==> src/rtl/imem_hex_loader_pkg.sv <==
// Shared definitions for the instruction-memory hex loader.
//   - loader state encoding
//   - ASCII codes of the separator characters and the address-directive '@'
//   - default instruction-memory word-address width
package imem_hex_loader_pkg;

  typedef enum logic [1:0] {
    ST_IDLE = 2'd0,
    ST_LOAD = 2'd1,
    ST_DONE = 2'd2,
    ST_ERR  = 2'd3
  } state_e;

  localparam logic [7:0] ASCII_SP  = 8'h20;
  localparam logic [7:0] ASCII_TAB = 8'h09;
  localparam logic [7:0] ASCII_LF  = 8'h0A;
  localparam logic [7:0] ASCII_CR  = 8'h0D;
  localparam logic [7:0] ASCII_AT  = 8'h40;

  localparam int IM_ADDR_W_DEFAULT = 10;

endpackage

==> src/rtl/imem_hex_loader_decode.sv <==
// Combinational ASCII character classifier for the hex loader.
// Ports:
//   char_i     : ASCII character
//   is_hex_o   : 0-9, A-F or a-f
//   is_space_o : space, tab, LF or CR
//   is_at_o    : '@'
//   nibble_o   : value of the hex digit (0 when not a hex digit)
module hex_char_decode
  import imem_hex_loader_pkg::*;
(
  input  logic [7:0] char_i,
  output logic       is_hex_o,
  output logic       is_space_o,
  output logic       is_at_o,
  output logic [3:0] nibble_o
);

  always_comb begin
    is_hex_o = 1'b0;
    nibble_o = 4'h0;
    if (char_i >= 8'h30 && char_i <= 8'h39) begin
      is_hex_o = 1'b1;
      nibble_o = char_i[3:0];
    end else if ((char_i >= 8'h41 && char_i <= 8'h46) ||
                 (char_i >= 8'h61 && char_i <= 8'h66)) begin
      // 'A'/'a' have low nibble 1, so adding 9 lands on 10.
      is_hex_o = 1'b1;
      nibble_o = char_i[3:0] + 4'd9;
    end
  end

  assign is_space_o = (char_i == ASCII_SP) || (char_i == ASCII_TAB) ||
                      (char_i == ASCII_LF) || (char_i == ASCII_CR);
  assign is_at_o    = (char_i == ASCII_AT);

endmodule

==> src/rtl/imem_hex_loader.sv <==
// Instruction-memory hex loader: parses ASCII hex text (8 digits per 32-bit
// word, whitespace separated) and writes each word to consecutive IM word
// addresses starting at BASE_ADDR.
// Optional build macro HEX_ADDR_DIRECTIVE_EN: '@<hex>' sets the next write
// address; without it '@' is an illegal character.
// Ports:
//   clk, reset (async, active-low)
//   start                       : begin a load from IDLE/DONE/ERR
//   in_valid/in_ready/in_char/in_last : character stream handshake
//   im_we/im_addr/im_wdata      : IM write port, one strobe per word
//   busy/done/err               : LOAD / DONE / ERR state flags
//   word_count                  : words written in the current or last load
module imem_hex_loader
  import imem_hex_loader_pkg::*;
#(
  parameter int ADDR_W    = IM_ADDR_W_DEFAULT,
  parameter int BASE_ADDR = 0
) (
  input  logic              clk,
  input  logic              reset,
  input  logic              start,
  input  logic              in_valid,
  output logic              in_ready,
  input  logic [7:0]        in_char,
  input  logic              in_last,
  output logic              im_we,
  output logic [ADDR_W-1:0] im_addr,
  output logic [31:0]       im_wdata,
  output logic              busy,
  output logic              done,
  output logic              err,
  output logic [ADDR_W:0]   word_count
);

  localparam logic [ADDR_W:0]   BASE_EXT  = (ADDR_W+1)'(BASE_ADDR);
  localparam logic [ADDR_W-1:0] BASE_IM   = ADDR_W'(BASE_ADDR);
  localparam logic [ADDR_W:0]   WCNT_FULL = {1'b1, {ADDR_W{1'b0}}};
  localparam logic [ADDR_W:0]   ONE_EXT   = (ADDR_W+1)'(1);

  state_e            state_q, state_d;
  logic [ADDR_W:0]   addr_q, addr_d;     // extra MSB flags "past the top"
  logic [3:0]        cnt_q, cnt_d;
  logic [31:0]       shift_q, shift_d;
  logic [ADDR_W:0]   wcnt_q, wcnt_d;
  logic              we_q, we_d;
  logic [ADDR_W-1:0] waddr_q, waddr_d;
  logic [31:0]       wdata_q, wdata_d;
  logic              amode_q, amode_d;   // collecting an '@' address

  logic              is_hex, is_space, is_at;
  logic [3:0]        nibble;
  logic [31:0]       shift_nx;
  logic              fail;

  hex_char_decode u_decode (
    .char_i     (in_char),
    .is_hex_o   (is_hex),
    .is_space_o (is_space),
    .is_at_o    (is_at),
    .nibble_o   (nibble)
  );

`ifdef HEX_ADDR_DIRECTIVE_EN
  logic term;

  function automatic logic addr_fits(input logic [31:0] v);
    return (v >> ADDR_W) == 32'd0;
  endfunction
`endif

  assign shift_nx = {shift_q[27:0], nibble};

  always_comb begin
    state_d = state_q;
    addr_d  = addr_q;
    cnt_d   = cnt_q;
    shift_d = shift_q;
    wcnt_d  = wcnt_q;
    we_d    = 1'b0;
    waddr_d = waddr_q;
    wdata_d = wdata_q;
    amode_d = amode_q;
    fail    = 1'b0;
`ifdef HEX_ADDR_DIRECTIVE_EN
    term    = 1'b0;
`endif
    case (state_q)
      ST_LOAD: begin
        if (in_valid) begin
`ifdef HEX_ADDR_DIRECTIVE_EN
          if (amode_q) begin
            if (is_hex) begin
              if (cnt_q == 4'd8) begin
                fail = 1'b1;
              end else begin
                shift_d = shift_nx;
                cnt_d   = cnt_q + 4'd1;
              end
            end else if (is_space) begin
              term = 1'b1;
            end else begin
              fail = 1'b1;
            end
            // in_last also terminates the directive, after its own digit.
            if (!fail && (term || in_last)) begin
              if (cnt_d == 4'd0 || !addr_fits(shift_d)) begin
                fail = 1'b1;
              end else begin
                addr_d  = {1'b0, shift_d[ADDR_W-1:0]};
                amode_d = 1'b0;
                cnt_d   = 4'd0;
              end
            end
          end else
`endif
          if (is_hex) begin
            if (cnt_q == 4'd7) begin
              if (wcnt_q == WCNT_FULL || addr_q[ADDR_W]) begin
                fail = 1'b1;
              end else begin
                we_d    = 1'b1;
                waddr_d = addr_q[ADDR_W-1:0];
                wdata_d = shift_nx;
                addr_d  = addr_q + ONE_EXT;
                wcnt_d  = wcnt_q + ONE_EXT;
                shift_d = shift_nx;
                cnt_d   = 4'd0;
              end
            end else begin
              shift_d = shift_nx;
              cnt_d   = cnt_q + 4'd1;
            end
          end else if (is_space) begin
            // A completed word already cleared cnt, so 0 covers the 8 case.
            if (cnt_q != 4'd0) fail = 1'b1;
          end
`ifdef HEX_ADDR_DIRECTIVE_EN
          else if (is_at && cnt_q == 4'd0) begin
            amode_d = 1'b1;
            shift_d = 32'd0;
          end
`else
          else if (is_at) begin
            fail = 1'b1;
          end
`endif
          else begin
            fail = 1'b1;
          end

          if (fail) begin
            state_d = ST_ERR;
          end else if (in_last) begin
            state_d = (cnt_d == 4'd0 && !amode_d) ? ST_DONE : ST_ERR;
          end
        end
      end
      default: begin
        if (start) begin
          state_d = ST_LOAD;
          addr_d  = BASE_EXT;
          cnt_d   = 4'd0;
          shift_d = 32'd0;
          wcnt_d  = '0;
          amode_d = 1'b0;
        end
      end
    endcase
  end

  always_ff @(posedge clk or negedge reset) begin
    if (!reset) begin
      state_q <= ST_IDLE;
      addr_q  <= BASE_EXT;
      cnt_q   <= 4'd0;
      shift_q <= 32'd0;
      wcnt_q  <= '0;
      we_q    <= 1'b0;
      waddr_q <= BASE_IM;
      wdata_q <= 32'd0;
      amode_q <= 1'b0;
    end else begin
      state_q <= state_d;
      addr_q  <= addr_d;
      cnt_q   <= cnt_d;
      shift_q <= shift_d;
      wcnt_q  <= wcnt_d;
      we_q    <= we_d;
      waddr_q <= waddr_d;
      wdata_q <= wdata_d;
      amode_q <= amode_d;
    end
  end

  assign in_ready   = (state_q == ST_LOAD);
  assign busy       = (state_q == ST_LOAD);
  assign done       = (state_q == ST_DONE);
  assign err        = (state_q == ST_ERR);
  assign im_we      = we_q;
  assign im_addr    = waddr_q;
  assign im_wdata   = wdata_q;
  assign word_count = wcnt_q;

endmodule
==> config.mk <==
export PLATFORM = sky130hd
export DESIGN_NAME = imem_hex_loader
export DESIGN_NICKNAME = d
export VERILOG_FILES = /design/src/rtl/imem_hex_loader_pkg.sv /design/src/rtl/imem_hex_loader_decode.sv /design/src/rtl/imem_hex_loader.sv
export SDC_FILE = /design/constraint.sdc
export NUM_CORES = 1
export LEC_CHECK = 0
export BUFFER_PORTS_ARGS = -buffer_cell sky130_fd_sc_hd__buf_4
export CORE_AREA = 2 2 129 68
export CTS_CLUSTER_DIAMETER = 30
export DETAILED_ROUTE_END_ITERATION = 8
export DIE_AREA = 0 0 131 70
export PLACE_DENSITY = 0.83
export SYNTH_ARGS = -nofsm -noshare
export SYNTH_HDL_FRONTEND = slang
export SYNTH_HIERARCHICAL = 1
export SYNTH_SLANG_ARGS = --single-unit
==> constraint.sdc <==
create_clock -name clk -period 6.1 [get_ports clk]
set_clock_uncertainty 0.2 [all_clocks]
set_input_delay 0.305 -clock clk [delete_from_list [all_inputs] [get_ports clk]]
set_output_delay 0.305 -clock clk [all_outputs]
set_load 0.01 [all_outputs]
-- After elaboration in Yosys (flattened, before gate mapping)
Cells that the tools add are included.
- flip-flop bits (word level): 99
- latch bits: 0
- bits in writable memories: 0
- ROM bits: 0
- output and inout port bits: 58
- word-level logic and storage cells: 97
- memories kept: 0
- $add $sub $neg: 4
- multipliers: 0
- div/mod/pow operators: 0
- magnitude comparators: 6
- equality and inequality tests: 15
- shift operators: 0
- multiplexer cells: 47
- bitwise logic cells: 1
- reduce and logical (&&, ||, !) cells: 16
- operators by type and width (kind ; count):
    $mux W28 ; 6
    $mux W11 ; 11
    $mux W4 ; 10
    $eq A8 B4 Y1 const B ; 3
    $add A11 B1 Y11 const B ; 2
    $ge A8 B7 Y1 const B ; 2
    $le A8 B7 Y1 const B ; 2
    $mux W1 ; 15
    $eq A11 B11 Y1 const B ; 1
    $mux W2 ; 5
    $reduce_and A5 Y1 ; 2
    $eq A8 B6 Y1 const B ; 1
    $ge A8 B6 Y1 const B ; 1
    $le A8 B6 Y1 const B ; 1
    $logic_or A1 B1 Y1 ; 5
    $add A4 B1 Y4 const B ; 1
    $add A4 B4 Y4 const B ; 1
    $eq A2 B2 Y1 const B ; 2
    $eq A4 B3 Y1 const B ; 1
    $logic_not A4 Y1 ; 1
    $ne A2 B1 Y1 const B ; 2
    $ne A2 B2 Y1 const B ; 2
    $reduce_and A4 Y1 ; 1
    $reduce_bool A4 Y1 ; 1
    other kinds (8) ; 10

-- Longest topological paths before layout
- word-level depth: 14
- gate-level depth with buffers: 11
- mapped depth without buffers: 9

-- By module
Netlist, hierarchy kept.
- modules (own cells, without submodules) (module ; instances ; cells each ; area each (um^2)):
    imem_hex_loader ; 1 ; 404 ; 4556.9
    hex_char_decode ; 1 ; 31 ; 249.0

-- Worst setup path before layout
Ideal clock, no wire load.
- kind: in2reg
- from: in in_char[7]
- to: reg wcnt_q[4] (netlist: word_count[4])
- data arrival time: 2.689 ns
- required time: 5.822 ns
- slack: 3.133 ns
- stages on the path: 9
- buffers on the path: 2
- cells stage by stage: or4b_4 a311oi_2 or2_1 nand4b_1 buf_2 or3_1 buf_2 or4_1 a21oi_1
- longest elaborated chain between the ends: 7
- RTL lines (what ; line ; text):
    start: declaration ; imem_hex_loader.sv:24 ; input logic [7:0] in_char,
    $ge A8 B7 Y1, or another cell as far along ; imem_hex_loader_decode.sv:24 ; end else if ((char_i >= 8'h41 && char_i <= 8'h46) ||
    $logic_and A1 B1 Y1, on equally long branches ; imem_hex_loader_decode.sv:24, imem_hex_loader_decode.sv:25 ;
    $logic_or A1 B1 Y1 ; imem_hex_loader_decode.sv:24 ;
    $mux W1 ; imem_hex_loader_decode.sv:24 ;
    $mux W1 * ; imem_hex_loader_decode.sv:21 ; if (char_i >= 8'h30 && char_i <= 8'h39) begin
    net is_hex ; imem_hex_loader.sv:50 ; logic is_hex, is_space, is_at;
    $ne A2 B1 Y1 (no line) * ; -- ;
    $reduce_and A5 Y1 (no line) * ; -- ;
    end signal: assignment ; imem_hex_loader.sv:187 ; wcnt_q <= wcnt_d;
    end: declaration ; imem_hex_loader.sv:44 ; logic [ADDR_W:0] wcnt_q, wcnt_d;
Mark *: on every way through the listed nets, which the timed path passes. The rest lies on a longest branch.
A chain may end at the register's enable or synchronous reset.

-- Worst setup path after layout
- from: in in_char[7]
- to: reg wcnt_q[8] (netlist: word_count[8])
The elaborated chain is that of the path after synthesis.

==> impl_metrics.csv <==
group,metric,value,unit
run_status,status,"completed",
critical_path,cp.depth,8,
min_path,min_from,"in_valid",
placed_design,hpwl,7.48,mm
route,vias_per_cell,5.94,
clocking,postCtsHoldBufs,1,
route,drt-initial-drc-count,410,
layout,num_antenna_cells,0,
placed_design,io_buffers,70,
layout,final_common_cell,"dfrtp_1",
logic_synthesis,syn_nets,456,
critical_path,cp_top_family,"simple AND/OR/NAND/NOR gates",
floorplanning,start_util,58.1,%
sta,post-route-min-period,3.56,ns
critical_path,rr_endpoint,"shift_q[8]",
layout,finalNonFillerCells,618,
layout,syn2layout_area_growth,19.2,%
power,ir_worst_vdd,156,uV
critical_path,r2r_start,"word_count[1]",
global_routing,grt_pass1_vias,3554,
critical_path,r2r_setup_slack,2.54,ns
clocking,post_cts_buffers,0,
sta,fin_tns_setup,0,ns
floorplanning,row_count,24,
logic_synthesis,synth_cells,434,
min_path,min_to,"cnt_q[3]",
clocking,cts_buffer_depth,2,
global_routing,antenna_found_initial,0,
critical_path,cp-start-kind,"primary input",
route,route.vias.total,3671,
layout,drive_gt1_share,21.8,%
route,wirelength,11.2,mm
placed_design,dp_cells,601,
sta,fmax,0.281,GHz
placed_design,gp_congestion,0.856,
global_routing,grt_usage,26.5,%
global_routing,overflow,0,
critical_path,crit_type,"primary input to flip-flop",
power,powerDensity,248,nW/um^2
route,wl_per_cell,18.1,um
clocking,clk_pin_slew_worst_paths,0.06,ns
clocking,cts_resized,0,
global_routing,grt_pass1_wl,18.6,mm
min_path,holdPathStages,2,
global_routing,grt_max_degree,88,
clocking,numCtsBuffers,9,
floorplanning,io_pins,71,
logic_synthesis,netlist_area,4800,um^2
clocking,cts-root-buf,"clkbuf_16",
sta,setup_violations,0,
logic_synthesis,ys_warn_count,6,
sta,holdWs,0.0519,ns
critical_path,path_cells,"buf_4 -> or4b_4 -> a311oi_2 -> or2_1 -> nand4b_1 -> nand2b_1 -> nor4_1 -> mux2i_1",
critical_path,worstPathMaxFanout,25,
sta,worst_slack,2.54,ns
route,drc,0,
critical_path,endpoint_kind,"flip-flop",
placed_design,dp_slack,2.37,ns
sta,slew_viol_final,0,
sta,worst_slew_pin_slew,1.07,ns
critical_path,max_stage_delay,0.76,ns
layout,finalNetCount,518,
layout,fill_cells,601,
critical_path,required,6.16,ns
route,ant_nets,0,
route,dr.pass1.iters,6,
flow_run,cap_violations,0,
floorplanning,die_width,131,um
critical_path,critPathBufInv,1,
clocking,h-tree-depth,3,
logic_synthesis,syn_area_per_cell,11.1,um^2
critical_path,crit_arrival,3.63,ns
critical_path,slowest_stage,"nand2b_1",
min_path,min_path_type,"primary input to flip-flop",
sta,rsz0062_at_grt,"no",
power,power.leakage,2.85,nW
clocking,cts.sinks,99,
sta,fin_crit_sh,58.4,%
sta,hold_viol_final,0,
sta,timing.slew.headroom,28.7,%
floorplanning,core_area,8260,um^2
floorplanning,die_h,70,um
critical_path,r2r_cells,6,
clocking,clk_latency,0.34,ns
floorplanning,dieArea,9170,um^2
layout,final_util,69.3,%
clocking,cts_tree,"built",
layout,layout_common_cells,"dfrtp_1 (99), buf_4 (72), o21ai_0 (40)",
through the flow:
step / power (mW) / instance area (um^2)
6_report: 1.42 / 5720
5_1_grt: 1.47 / 5720
3_3_place_gp: 0.757 / 5350
2_1_floorplan: 0.722 / 4800
3_5_place_dp: 0.760 / 5350
4_1_cts: 1.43 / 5720
per-layer routing:
| layer | GRT usage, % | vias up | share of wire [%] |
|---|---|---|---|
| met4 | 7.33 | 0 | 1.1 |
| met1 | 40.0 | 1817 | 48 |
| met2 | 37.2 | 169 | 43 |
| met5 | 0 | - | 0 |
| li1 | - | 1670 | - |
| met3 | 7.82 | 15 | 7.9 |
registers in the layout, summed over array words and instances (netlist names):
register	count
word_count	11
state_q	2
addr_q	11
cnt_q	4
shift_q	28
im_we	1
im_addr	10
im_wdata	32
worst max-delay path by stage:
stage	startpoint	end	slack [ns]
after global routing	in_char[0]	word_count[8]	2.31
after CTS	word_count[0]	shift_q[8]	2.53
final	in_char[7]	word_count[8]	2.54
after global placement	in_char[7]	word_count[2]	2.53
after floorplan	in_char[7]	word_count[4]	3.14
after detailed placement	in_char[7]	word_count[8]	2.37
cell type report:
type	instances	area [um^2]	share of cell area, %
Inverter	31	116	2.03
Timing Repair Buffer	73	551	9.62
Sequential cell	99	2480	43.3
Multi-Input combinational cell	282	2070	36.2
Clock inverter	4	95.1	1.66
Tap cell	117	146	2.56
Clock buffer	12	267	4.66
report_power, final:
| group | internal, mW | switching, mW |
|---|---|---|
| Sequential | 0.659 | 0.00359 |
| Combinational | 0.0291 | 0.0559 |
| Clock | 0.434 | 0.236 |
Note: power is estimated with default switching activity, not from simulation.
